File: src/rtl/calc_pkg.sv
// calc_pkg: shared opcode/state enums and default widths for the calculator
// accumulator slice. Build option: CALC_UNDO_EN adds the POP_* states.
package calc_pkg;

  localparam int RESULT_W = 6;
  localparam int OPCODE_W = 3;
  localparam int DEPTH    = 6;

  typedef enum logic [2:0] {
    OP_ADD  = 3'd0,
    OP_SUB  = 3'd1,
    OP_AND  = 3'd2,
    OP_OR   = 3'd3,
    OP_XOR  = 3'd4,
    OP_SHL  = 3'd5,
    OP_LOAD = 3'd6,
    OP_CLR  = 3'd7
  } opcode_e;

`ifdef CALC_UNDO_EN
  typedef enum logic [2:0] {
    ST_IDLE     = 3'd0,
    ST_PUSH_REQ = 3'd1,
    ST_PUSH_CLR = 3'd2,
    ST_POP_REQ  = 3'd3,
    ST_POP_CLR  = 3'd4
  } state_e;
`else
  typedef enum logic [2:0] {
    ST_IDLE     = 3'd0,
    ST_PUSH_REQ = 3'd1,
    ST_PUSH_CLR = 3'd2
  } state_e;
`endif

endpackage

File: src/rtl/calc_alu.sv
// calc_alu: combinational opcode datapath, modulo 2^RESULT_W, with
// carry/borrow/shift-out reported on ovf.
module calc_alu #(
  parameter int RESULT_W = calc_pkg::RESULT_W,
  parameter int OPCODE_W = calc_pkg::OPCODE_W
) (
  input  logic [RESULT_W-1:0] i_a,
  input  logic [RESULT_W-1:0] i_b,
  input  logic [OPCODE_W-1:0] i_opcode,
  output logic [RESULT_W-1:0] o_y,
  output logic                o_ovf
);
  import calc_pkg::*;

  logic [RESULT_W:0] w_sum;
  logic [RESULT_W:0] w_diff;

  // Extended add/subtract so the top bit carries the carry-out or borrow
  always_comb begin
    w_sum  = {1'b0, i_a} + {1'b0, i_b};
    w_diff = {1'b0, i_a} - {1'b0, i_b};
    o_y    = '0;
    o_ovf  = 1'b0;
    case (opcode_e'(i_opcode))
      OP_ADD: begin
        o_y   = w_sum[RESULT_W-1:0];
        o_ovf = w_sum[RESULT_W];
      end
      OP_SUB: begin
        o_y   = w_diff[RESULT_W-1:0];
        o_ovf = w_diff[RESULT_W];
      end
      OP_AND:  o_y = i_a & i_b;
      OP_OR:   o_y = i_a | i_b;
      OP_XOR:  o_y = i_a ^ i_b;
      OP_SHL: begin
        o_y   = {i_a[RESULT_W-2:0], 1'b0};
        o_ovf = i_a[RESULT_W-1];
      end
      OP_LOAD: o_y = i_b;
      OP_CLR:  o_y = '0;
      default: o_y = '0;
    endcase
  end

endmodule

File: src/rtl/calc_accum_ctrl.sv
// calc_accum_ctrl: button edge detect, accumulator and push/pop handshake
// sequencer feeding the calculator undo stack.
// Build option: define CALC_UNDO_EN to include the undo (pop) path; without it
// the undo button is ignored and pop/read_flag_reset stay low.
module calc_accum_ctrl #(
  parameter int RESULT_W = calc_pkg::RESULT_W,
  parameter int OPCODE_W = calc_pkg::OPCODE_W
) (
  input  logic                clk,
  input  logic                reset_n,
  input  logic                enter,
  input  logic                undo,
  input  logic [RESULT_W-1:0] operand_in,
  input  logic [OPCODE_W-1:0] opcode_in,
  output logic [RESULT_W-1:0] acc_out,
  output logic [OPCODE_W-1:0] last_op,
  output logic                ovf,
  output logic                busy,
  output logic                err,
  output logic                push,
  output logic                pop,
  output logic [RESULT_W-1:0] resultin,
  output logic [OPCODE_W-1:0] opcodeselin,
  output logic                flag_reset,
  output logic                read_flag_reset,
  input  logic                flag,
  input  logic                readflag,
  input  logic                stack_full,
  input  logic                stack_empty,
  input  logic [RESULT_W-1:0] resulttos,
  input  logic [OPCODE_W-1:0] opcodeseltos
);
  import calc_pkg::*;

  state_e              r_state;
  logic                r_enter_prev;
  logic                r_enter_edge;
  logic [RESULT_W-1:0] r_acc;
  logic [RESULT_W-1:0] r_operand;
  logic [RESULT_W-1:0] r_resultin;
  logic [OPCODE_W-1:0] r_opcode;
  logic [OPCODE_W-1:0] r_last_op;
  logic                r_ovf;
  logic                r_err;
  logic                r_push;
  logic                r_flag_reset;
  logic [RESULT_W-1:0] w_alu_y;
  logic                w_alu_ovf;
`ifdef CALC_UNDO_EN
  logic                r_undo_prev;
  logic                r_undo_edge;
  logic                r_pop;
  logic                r_read_flag_reset;
`else
  logic                w_unused_undo;
`endif

  calc_alu #(
    .RESULT_W (RESULT_W),
    .OPCODE_W (OPCODE_W)
  ) u_alu (
    .i_a      (r_acc),
    .i_b      (r_operand),
    .i_opcode (r_opcode),
    .o_y      (w_alu_y),
    .o_ovf    (w_alu_ovf)
  );

  // Button history and registered rising-edge pulses (one cycle each)
  always_ff @(posedge clk or negedge reset_n) begin
    if (!reset_n) begin
      r_enter_prev <= 1'b0;
      r_enter_edge <= 1'b0;
`ifdef CALC_UNDO_EN
      r_undo_prev  <= 1'b0;
      r_undo_edge  <= 1'b0;
`endif
    end else begin
      r_enter_prev <= enter;
      r_enter_edge <= enter & ~r_enter_prev;
`ifdef CALC_UNDO_EN
      r_undo_prev  <= undo;
      r_undo_edge  <= undo & ~r_undo_prev;
`endif
    end
  end

  // Sequencer: edges are only acted on in IDLE, so edges while busy are lost
  always_ff @(posedge clk or negedge reset_n) begin
    if (!reset_n) begin
      r_state           <= ST_IDLE;
      r_acc             <= '0;
      r_operand         <= '0;
      r_opcode          <= '0;
      r_resultin        <= '0;
      r_last_op         <= '0;
      r_ovf             <= 1'b0;
      r_err             <= 1'b0;
      r_push            <= 1'b0;
      r_flag_reset      <= 1'b0;
`ifdef CALC_UNDO_EN
      r_pop             <= 1'b0;
      r_read_flag_reset <= 1'b0;
`endif
    end else begin
      r_err <= 1'b0;
      case (r_state)
        ST_IDLE: begin
          // Enter has priority over a coincident undo, which is dropped
          if (r_enter_edge) begin
            if (stack_full) begin
              r_err <= 1'b1;
            end else begin
              r_operand  <= operand_in;
              r_opcode   <= opcode_in;
              r_resultin <= r_acc;
              r_push     <= 1'b1;
              r_state    <= ST_PUSH_REQ;
            end
          end
`ifdef CALC_UNDO_EN
          else if (r_undo_edge) begin
            if (stack_empty) begin
              r_err <= 1'b1;
            end else begin
              r_pop   <= 1'b1;
              r_state <= ST_POP_REQ;
            end
          end
`endif
        end
        ST_PUSH_REQ: begin
          // Commit the ALU result only once the stack holds the old value
          if (flag) begin
            r_acc        <= w_alu_y;
            r_ovf        <= w_alu_ovf;
            r_last_op    <= r_opcode;
            r_push       <= 1'b0;
            r_flag_reset <= 1'b1;
            r_state      <= ST_PUSH_CLR;
          end
        end
        ST_PUSH_CLR: begin
          if (!flag) begin
            r_flag_reset <= 1'b0;
            r_state      <= ST_IDLE;
          end
        end
`ifdef CALC_UNDO_EN
        ST_POP_REQ: begin
          if (readflag) begin
            r_acc             <= resulttos;
            r_last_op         <= opcodeseltos;
            r_ovf             <= 1'b0;
            r_pop             <= 1'b0;
            r_read_flag_reset <= 1'b1;
            r_state           <= ST_POP_CLR;
          end
        end
        ST_POP_CLR: begin
          if (!readflag) begin
            r_read_flag_reset <= 1'b0;
            r_state           <= ST_IDLE;
          end
        end
`endif
        default: r_state <= ST_IDLE;
      endcase
    end
  end

  assign acc_out     = r_acc;
  assign last_op     = r_last_op;
  assign ovf         = r_ovf;
  assign busy        = (r_state != ST_IDLE);
  assign err         = r_err;
  assign push        = r_push;
  assign resultin    = r_resultin;
  assign opcodeselin = r_opcode;
  assign flag_reset  = r_flag_reset;
`ifdef CALC_UNDO_EN
  assign pop             = r_pop;
  assign read_flag_reset = r_read_flag_reset;
`else
  assign pop             = 1'b0;
  assign read_flag_reset = 1'b0;
  assign w_unused_undo   = ^{undo, readflag, stack_empty, resulttos, opcodeseltos};
`endif

endmodule
File: config.mk
export PLATFORM = sky130hd
export DESIGN_NAME = calc_accum_ctrl
export DESIGN_NICKNAME = d
export VERILOG_FILES = /design/src/rtl/calc_pkg.sv /design/src/rtl/calc_alu.sv /design/src/rtl/calc_accum_ctrl.sv
export SDC_FILE = /design/constraint.sdc
export NUM_CORES = 1
export LEC_CHECK = 0
export CAP_MARGIN = 20
export CORE_UTILIZATION = 45
export CTS_CLUSTER_SIZE = 25
export DETAILED_ROUTE_END_ITERATION = 10
export PLACE_DENSITY_LB_ADDON = 0.12
export SLEW_MARGIN = 0
export SYNTH_ARGS = -nofsm -noshare
export SYNTH_HDL_FRONTEND = slang
export SYNTH_SLANG_ARGS = --single-unit
File: constraint.sdc
create_clock -name clk -period 2.05 [get_ports clk]
set_input_delay 0.3075 -clock clk [delete_from_list [all_inputs] [get_ports clk]]
set_output_delay 0.3075 -clock clk [all_outputs]
set_load 0.05 [all_outputs]
* Yosys cells after proc, flatten, opt, wreduce, memory -nomap -nowiden *
Index checks and enable logic that the tools add are counted.

storage, ports and cells
  latch bits = 0
  memories kept = 0
  bits in registers = 33
  logic and storage cells = 60
  bits of input ports = 26
  ROM bits = 0
  bits in writable memories = 0

cells by class
  shift-type cells = 0
  reductions and logical operators = 10
  eq/ne operators = 13
  div/mod/pow operators = 0
  bitwise operators = 6
  $lt $le $gt $ge = 0
  muxes and demuxes = 17
  multipliers = 0
  add/sub/neg operators = 2

operators with widths
  operator                                                                number
  6-bit one-hot mux with 8 select lines                                   1
  3-bit equality test (second input constant)                             4
  3-bit 2-to-1 mux                                                        4
  3-bit by 2-bit equality test with 1-bit output (second input constant)  3
  3-bit one-hot mux with 3 select lines                                   1
  1-bit 2-to-1 mux                                                        8
  2-bit inequality test (second input constant)                           4
  4-bit AND reduction                                                     2
  6-bit by 6-bit adder with 7-bit output                                  1
  6-bit by 6-bit subtractor with 7-bit output                             1
  6-bit AND                                                               1
  3-bit by 1-bit equality test with 1-bit output (second input constant)  2
  3-bit zero test                                                         2
  6-bit OR                                                                1
  3-bit AND reduction                                                     2
  6-bit XOR                                                               1
  1-bit one-hot mux with 2 select lines                                   2
  2-bit nonzero test                                                      2
  1-bit one-hot mux with 3 select lines                                   1
  3-bit nonzero test                                                      1
  1-bit inverter                                                          2
  2-bit AND reduction                                                     1
  1-bit AND                                                               1

* Depth between registers and ports, before layout *
Gate-level depths: netlist of run 1.

  depth after elaboration = 3
  gate-level depth with buffers = 8

* Hierarchy *
Synthesis of run 1 repeated with hierarchy kept, for this count alone.

second synthesis, totals
  cells, all modules = 210
  area, all modules = 2,262.2 µm²

modules (own cells, without submodules)
  module           area an instance (µm²)  instances  cells an instance
  calc_accum_ctrl  1,291.2                 1          80
  calc_alu         970.9                   1          130

* Worst setup path after synthesis of run 1 *
OpenSTA, ideal clock, no wires.

  path kind = reg-to-reg
  from = register r_acc[0] (netlist: acc_out[0])
  to = register r_ovf (netlist: ovf)
  library setup time = 0.129 ns
  arrival = 2.159 ns
  period minus slack after synthesis = 2.288 ns
  path buffers = 0
  cell stages (with the launch flop) = 9
  slack = -0.238 ns
  data required time = 1.921 ns
  cells stage by stage = dfrtp_1 -> inv_1 -> ha_1 -> fa_1 -> o21bai_1 -> a21oi_1 -> o41ai_1 -> a21boi_0 -> o21ai_0

on the way
  longest elaborated chain between the ends = 2

ends and longest elaborated chain
  what                                                                                                   RTL line                        RTL
  start: declaration                                                                                     calc_accum_ctrl.sv:38           logic [RESULT_W-1:0] r_acc;
  start signal: assignment                                                                               calc_accum_ctrl.sv:135          r_acc <= w_alu_y;
  6-bit by 6-bit subtractor with 7-bit output or 6-bit by 6-bit adder with 7-bit output (tied branches)  calc_alu.sv:21, calc_alu.sv:20
  1-bit one-hot mux with 3 select lines (*)                                                              calc_alu.sv:24                  case (opcode_e'(i_opcode))
  end signal: assignment                                                                                 calc_accum_ctrl.sv:136          r_ovf <= w_alu_ovf;
  end: declaration                                                                                       calc_accum_ctrl.sv:43           logic r_ovf;

Mark *: on every way between the ends. The rest lies on a longest branch, timed or not.
A chain may end at the register's enable or synchronous reset.

* Final worst setup path of run 1 *
  from = register r_acc[0] (netlist: acc_out[0])
  to = register r_acc[2] (netlist: acc_out[2])

on the way
  longest elaborated chain between the ends = 2

ends and longest elaborated chain
  what                                                                                                   RTL line
  6-bit by 6-bit subtractor with 7-bit output or 6-bit by 6-bit adder with 7-bit output (tied branches)  calc_alu.sv:21, calc_alu.sv:20
  6-bit one-hot mux with 8 select lines (*)                                                              calc_alu.sv:24

Marked as above.

==> results of run 1 <==
[flip-flops by register name (all words and copies together) (netlist names)]
signal and cells:
push 1, last_op 3, r_enter_prev 1, r_state 2, r_operand 6, flag_reset 1, acc_out 6, r_enter_edge 1
resultin 6, ovf 1, err 1, opcodeselin 3
[cell type report]
type,instances,area (um2),area share (%)
inverters,22,82.6,2.94
flip-flops and latches,32,806,28.7
multi-input cells,166,1200,42.9
clock buffers,6,72.6,2.59
repair buffers,62,559,19.9
clock inverters,2,16.3,0.580
well taps,52,65.1,2.32
[kinds of logic after synthesis]
group / Yosys count / synth area share, %
compound gates: 71 / 21.1
buf+inv: 36 / 7.75
mux: 11 / 5.70
flops: 32 / 37.6
fa+ha+maj: 20 / 12.4
simple gates: 58 / 13.6
other cells: 1 / 0.176
xor+xnor: 4 / 1.64
[worst min path at each step]
stage                      startpoint                     end  slack [ns]
6_report       r_enter_prev$_DFF_PN0_  r_enter_edge$_DFF_PN0_        0.40
5_1_grt        r_enter_prev$_DFF_PN0_  r_enter_edge$_DFF_PN0_        0.41
4_1_cts        r_enter_prev$_DFF_PN0_  r_enter_edge$_DFF_PN0_        0.40
3_5_place_dp   r_enter_prev$_DFF_PN0_  r_enter_edge$_DFF_PN0_        0.39
3_3_place_gp   r_enter_prev$_DFF_PN0_  r_enter_edge$_DFF_PN0_        0.38
2_1_floorplan                 reset_n  acc_out[0]$_DFFE_PN0P_        0.01
[cells in the mapped netlist, drive strengths merged (2+ instances only)]
cell / instances
or3: 3
a211oi: 2
o221a: 2
xnor2: 3
mux2: 9
or2: 2
mux2i: 2
nor2b: 6
nand2: 23
fa: 2
o21ai: 27
ha: 18
nand2b: 6
nor3: 3
o211ai: 2
nand3: 2
a21oi: 15
inv: 22
a31oi: 5
nor2: 10
buf: 13
a22oi: 2
dfrtp: 32
a32oi: 3
[what timing repair did]
item / 4_1_cts / 5_1_grt
gates resized for setup: 1 / 4
endpoints found under the setup margin: 1 / 4
endpoints found under the hold margin: 0 / 0
buffers inserted: 0 / 3
pin swaps: 0 / 1
[layer usage]
layer  vias up  GRT usage, %
li1        918             -
met1       882          29.9
met2        61          35.6
met3         7          4.99
met4         0          8.44
met5         -             0
[critical path: stages, from the launching register on]
cell	delay (ns)
sky130_fd_sc_hd__dfrtp_2	0.38
sky130_fd_sc_hd__buf_4	0.12
sky130_fd_sc_hd__ha_4	0.14
sky130_fd_sc_hd__inv_1	0.05
sky130_fd_sc_hd__fa_2	0.35
sky130_fd_sc_hd__or3_4	0.34
sky130_fd_sc_hd__a21oi_2	0.14
sky130_fd_sc_hd__a21oi_1	0.05
sky130_fd_sc_hd__o221a_1	0.29
sky130_fd_sc_hd__o21ai_2	0.11
[power by group through the flow]
stage                     clock network [mW]  logic [mW]  registers [mW]
after floorplan                            0        1.27            1.62
after global placement                     0        2.78            1.02
after detailed placement                   0        2.81            1.03
after CTS                              0.514        2.82            1.02
after global routing                   0.534        3.14            1.05
final                                  0.497        2.90            1.02
[stage by stage]
stage               hold WS (ns)  power, mW  utilization [%]
CTS                        0.401       4.36             62.3
global route               0.410       4.72             63.1
global placement           0.383       3.81             60.3
finish                     0.396       4.41             63.1
floorplan                 0.0119       2.89                -
detailed placement         0.391       3.84             60.3
==> parameters.txt, run 1 <==
Parameter                              Value

Status
  Result of the run    finished clean

Synthesis
  Seq cells post-synth    32
  Yosys top cell by area    sky130_fd_sc_hd__dfrtp_1
  Async SR Flop Fraction    100%
  Number of synthesized flops with an enable pin    0
  Sequential cell area fraction in the yosys report    37.6%
  Post-synthesis instance total    233
  Number of distinct library cells after synthesis    48
  Top area cells in the synthesized netlist    sky130_fd_sc_hd__dfrtp_1 (38%), sky130_fd_sc_hd__ha_1 (11%), sky130_fd_sc_hd__o21ai_0 (6.1%)
  Yosys top cell area share    37.6%
  Number of warnings printed during yosys synthesis    0
  Flip-flop cell with the highest count after synthesis    sky130_fd_sc_hd__dfrtp_1
  Post-synthesis area per instance    9.15 um2
  Cell Area, Synth    2130 um2

Global route
  Wire length of the first global-routing pass    8780 um
  Via count of the first global-routing pass    1,822
  Pin count of the biggest net entering global routing    33
  GRT Residual Overflow    0
  Total track usage    22.4%
  Antenna violations before repair    0

Critical path
  Nature of the critical path startpoint    flip-flop
  Maximum fanout along the worst path    4
  WP data required    2.27 ns
  Crit Path Class    flip-flop to flip-flop
  Crit. End Element    flip-flop
  Timing endpoint of the critical path    acc_out[2]$_DFFE_PN0P_
  End of the worst register-to-register path    acc_out[2]$_DFFE_PN0P_
  Register-to-Register Path Depth    9
  Data arrival time of the critical path    2.26 ns
  Register-to-register path setup slack    0.003 ns
  Startpoint of the lowest-slack register-to-register path    acc_out[0]$_DFFE_PN0P_
  Worst setup path start    acc_out[0]$_DFFE_PN0P_

Power and ir drop
  P_sw    2.12 mW
  Leakage    1.23 nW
  Clock power share    11.3%
  Cell area power density    1570 nW/um2
  Part of the total power dissipated in combinational logic    65.7%
  Reg power frac    23.1%
  Int Power    2.29 mW
  Fraction of power spent switching nets    48.1%
  Largest vdd supply drop    0.791 mV

Timing
  Setup slack of the critical path after layout    0.00305 ns
  RSZ-0062 raised after global routing    yes
  Maximum clock frequency    0.489 GHz
  Count of endpoints failing hold in the final timing report    0
  Crit share post-route    99.9%
  Final Max Slew Viols    0
  Sum Neg Setup Slack    0 ns
  Final min period    2.05 ns
  Headroom to the max-slew limit    56.6%
  Transition at the pin with the smallest max-transition slack    0.650 ns
  Worst Clk Skew    0.00407 ns
  Number of setup violations in the final report    0

Placement
  Cell area after placement    2680 um2
  HPWL reported at the end of detailed placement    3760 um
  Minimum setup slack after placement    0.00493 ns
  Number of placed instances, taps included    331
  Final GP Congestion    0.837
  Quantity of I/O buffers inserted on ports    36

Clock network
  Number of sinks driven by the clock tree    32
  Number of H-tree branching levels    2
  TritonCTS clock tree    yes
  Clock transition time at the flip-flop clock pins of the worst setup and hold paths    0.07 ns
  Number of buffers added by the clock tree synthesis step    5
  Hold bufs inserted after CTS    0
  Root buffer cell    sky130_fd_sc_hd__clkbuf_8
  Clock latency at the later pin of the worst-skew pair    0.29 ns
  Buffer levels on the longest clock path    2

Route
  DRC viols    0
  Post-detailed-route via-to-cell ratio    5.46
  Per-cell routed wire length    15.0 um
  Violation count after the first detailed-route iteration    149
  Met1 WL    2410 um
  Number of nets still failing antenna checks after routing    0
  DR top layer    met4
  Number of vias after detailed routing    1,868
  Routed met2 length    2360 um
  Length of routed met3 wiring    299 um
  Final routed wirelength across all metal layers    5140 um
  Number of optimization iterations in the first detailed-route pass    4

Floorplan
  Floorplan core area    4440 um2
  Die area    5010 um2
  Initial standard-cell utilization of the core    47.9%
  Boundary Pins    51
  Die X    70.8 um
  Number of rows in the core area    24
  Overall die height    70.8 um

Flow run
  Number of violations of the max-capacitance limit    0

Cells and area
  Total inserted antenna cells    0
  Nets    335
  Total of fill cells in the finished design    399
  Area of all placed cells without fillers    2810 um2
  Ratio of cells with drive above 1 in the final layout    22.8%
  Non-Filler Instances    342
  Most used cells in the layout excluding fill and tap cells    sky130_fd_sc_hd__clkdlybuf4s50_1 (32), sky130_fd_sc_hd__dfrtp_1 (28), sky130_fd_sc_hd__buf_4 (28)
  Synthesis-to-layout area growth    31.6%
  Most frequent standard cell in the layout excluding fill and tap cells    sky130_fd_sc_hd__clkdlybuf4s50_1

Worst hold path
  Number of stages on the worst hold path    1
  Hold/Removal Path Class    flip-flop to flip-flop
Power figures use the tool's default switching activity.
==> run 2: changes to the inputs <==
- CORE_MARGIN: not set -> 4
- RECOVER_POWER: not set -> 50
==> parameters.txt, run 2 (synthesis gave the netlist of run 1 again) <==
Parameter                              Value

Cells and area
  Total inserted antenna cells    0 (unchanged)
  Sequential Area    807 um2 (+0.16%)
  Ratio of cells with drive above 1 in the final layout    22.8% (+0.079 points)
  Nets    334 (-0.30%)
  Total area of multi-input combinational cells    1220 um2 (+1.1%)
  Finished Core Util    62.5% (-0.59 points)
  Most used cells in the layout excluding fill and tap cells    sky130_fd_sc_hd__dfrtp_1 (27), sky130_fd_sc_hd__clkdlybuf4s50_1 (27), sky130_fd_sc_hd__o21ai_0 (26), sky130_fd_sc_hd__buf_4 (26), sky130_fd_sc_hd__nand2_1 (23)
  Total of fill cells in the finished design    373 (-6.5%)
  Synthesis-to-layout area growth    31.3%

Status
  Result of the run    finished clean

Global route
  Antenna violations before repair    0 (unchanged)
  Pin count of the biggest net entering global routing    33 (unchanged)
  Wire length of the first global-routing pass    8870 um (+0.95%)
  Total track usage    18.6% (-3.8 points)
  Via count of the first global-routing pass    1,848 (+1.4%)
  GRT Residual Overflow    0 (unchanged)

Route
  Number of optimization iterations in the first detailed-route pass    4 (unchanged)
  Per-cell routed wire length    15.2 um (+1.2%)
  DRC viols    0 (unchanged)
  Post-detailed-route via-to-cell ratio    5.52 (+1.2%)
  Final routed wirelength across all metal layers    5190 um (+0.93%)
  Number of vias after detailed routing    1,884 (+0.86%)
  Number of nets still failing antenna checks after routing    0 (unchanged)
  Violation count after the first detailed-route iteration    148 (-0.67%)

Timing
  Final min period    2.05 ns (+0.00291 ns)
  Worst Clk Skew    0.00527 ns (+0.00120 ns)
  Number of setup violations in the final report    0 (unchanged)
  Worst Hold Slack    0.397 ns (+0.00101 ns)
  Count of endpoints failing hold in the final timing report    0 (unchanged)
  Maximum clock frequency    0.488 GHz (-0.14%)
  Crit share post-route    100% (+0.14 points)
  RSZ-0062 raised after global routing    yes
  Setup slack of the critical path after layout    0.000142 ns (-0.00291 ns)
  Sum Neg Setup Slack    0 ns (unchanged)
  Final Max Slew Viols    0 (unchanged)
  Transition at the pin with the smallest max-transition slack    0.804 ns (+0.154 ns)
  Headroom to the max-slew limit    46.4% (-10 points)

Clock network
  Root buffer cell    sky130_fd_sc_hd__clkbuf_8
  TritonCTS clock tree    yes
  Number of sinks driven by the clock tree    32 (unchanged)
  Number of H-tree branching levels    2 (unchanged)
  Buffer levels on the longest clock path    2 (unchanged)
  Clock transition time at the flip-flop clock pins of the worst setup and hold paths    0.07 ns (about the same)
  Clock latency at the later pin of the worst-skew pair    0.29 ns (about the same)
  Number of buffers added by the clock tree synthesis step    5 (unchanged)

Power and ir drop
  Leakage    1.24 nW (+0.68%)
  Cell area power density    1560 nW/um2 (-0.52%)
  Largest vdd supply drop    0.890 mV (+12%)

Critical path
  Crit Path Class    flip-flop to flip-flop
  Startpoint of the lowest-slack register-to-register path    acc_out[0]$_DFFE_PN0P_
  Maximum fanout along the worst path    4 (unchanged)
  Nature of the critical path startpoint    flip-flop
  Crit. End Element    flip-flop
  Register-to-register path setup slack    0.0001 ns (about the same)
  End of the worst register-to-register path    acc_out[4]$_DFFE_PN0P_
  Register-to-Register Path Depth    9 (unchanged)
  Data arrival time of the critical path    2.25 ns (about the same)
  WP data required    2.25 ns (-0.02 ns)

Worst hold path
  Number of stages on the worst hold path    1 (unchanged)
  Endpoint with the worst hold slack    r_enter_edge$_DFF_PN0_
  Worst min-delay path startpoint    r_enter_prev$_DFF_PN0_
  Hold/Removal Path Class    flip-flop to flip-flop

Placement
  Final GP Congestion    0.958 (+15%)
  Minimum setup slack after placement    0.00115 ns (-0.00378 ns)
  HPWL reported at the end of detailed placement    3850 um (+2.5%)
  Quantity of I/O buffers inserted on ports    36 (unchanged)

Floorplan
  Initial standard-cell utilization of the core    47.6% (-0.32 points)
  Die area    5900 um2 (+18%)
  Boundary Pins    51 (unchanged)
  Floorplan core area    4470 um2 (+0.68%)
  Number of rows in the core area    24 (unchanged)
  Die X    76.8 um (+8.5%)
  Overall die height    76.8 um (+8.5%)

Flow run
  Number of violations of the max-capacitance limit    0 (unchanged)
## run 2: cell types whose count changed in the layout (fill, tap and decap cells not counted), sizes merged
cell	delta
clkdlybuf4s50	-5
dlygate4sd3	+4
buf	-3
clkbuf	+2
dlymetal6s2s	+1
## run 2: worst max-delay path, stage by stage, from the launching register on
cell                       delay, ns
sky130_fd_sc_hd__dfrtp_2        0.41
sky130_fd_sc_hd__inv_2          0.07
sky130_fd_sc_hd__ha_4           0.17
sky130_fd_sc_hd__fa_2           0.34
sky130_fd_sc_hd__o21bai_1       0.19
sky130_fd_sc_hd__a21oi_2        0.09
sky130_fd_sc_hd__buf_4          0.14
sky130_fd_sc_hd__xnor2_1        0.11
sky130_fd_sc_hd__o221a_1        0.28
sky130_fd_sc_hd__o31ai_2        0.17
## run 2: cell type report
| class | instances | area share (%) |
|---|---|---|
| timing repair buffer | 61 | 19.2 |
| multi-input combinational | 166 | 43.5 |
| tap | 52 | 2.33 |
| clock buffer | 6 | 2.59 |
| sequential | 32 | 28.8 |
| inverter | 22 | 2.95 |
| clock inverter | 2 | 0.581 |
## run 2: layer usage
| metal | global-route usage [%] | part of all wire (%) |
|---|---|---|
| met1 | 24.8 | 47 |
| met3 | 3.98 | 5.6 |
| met4 | 6.52 | 1.2 |
| met2 | 29.8 | 47 |
| met5 | 0 | 0 |
## run 2: worst max path at each step
stage / start / slack (ns) / cells past startpoint / to
floorplan: acc_out[5]$_DFFE_PN0P_ / 0.01 / 8 / acc_out[5]$_DFFE_PN0P_
global placement: acc_out[0]$_DFFE_PN0P_ / 0.03 / 9 / acc_out[4]$_DFFE_PN0P_
detailed placement: acc_out[0]$_DFFE_PN0P_ / 0.001 / 9 / acc_out[4]$_DFFE_PN0P_
CTS: acc_out[0]$_DFFE_PN0P_ / 0.01 / 9 / acc_out[4]$_DFFE_PN0P_
global route: acc_out[0]$_DFFE_PN0P_ / -0.08 / 9 / acc_out[4]$_DFFE_PN0P_
finish: acc_out[0]$_DFFE_PN0P_ / 0.0001 / 9 / acc_out[4]$_DFFE_PN0P_
## run 2: what timing repair did
item                       in CTS  in global routing
buffers inserted                1                  1
pin swaps                       0                  5
gates resized for setup         2                  7
setup endpoints to repair       3                  5
hold buffers                    0                  0
## run 2: power breakdown
part	leakage [nW]	total [mW]	switching [mW]	internal [mW]
Sequential	0.387	1.02	0.181	0.844
Combinational	0.808	2.85	1.69	1.17
Clock	0.0414	0.496	0.254	0.241
## run 2: per-stage QoR
step / total power, mW / instance area (um2) / cells
2_1_floorplan: 2.89 / 2160 / 234
3_3_place_gp: 3.78 / 2680 / 331
3_5_place_dp: 3.81 / 2680 / 331
4_1_cts: 4.33 / 2780 / 340
5_1_grt: 4.69 / 2800 / 341
6_report: 4.38 / 2800 / 341
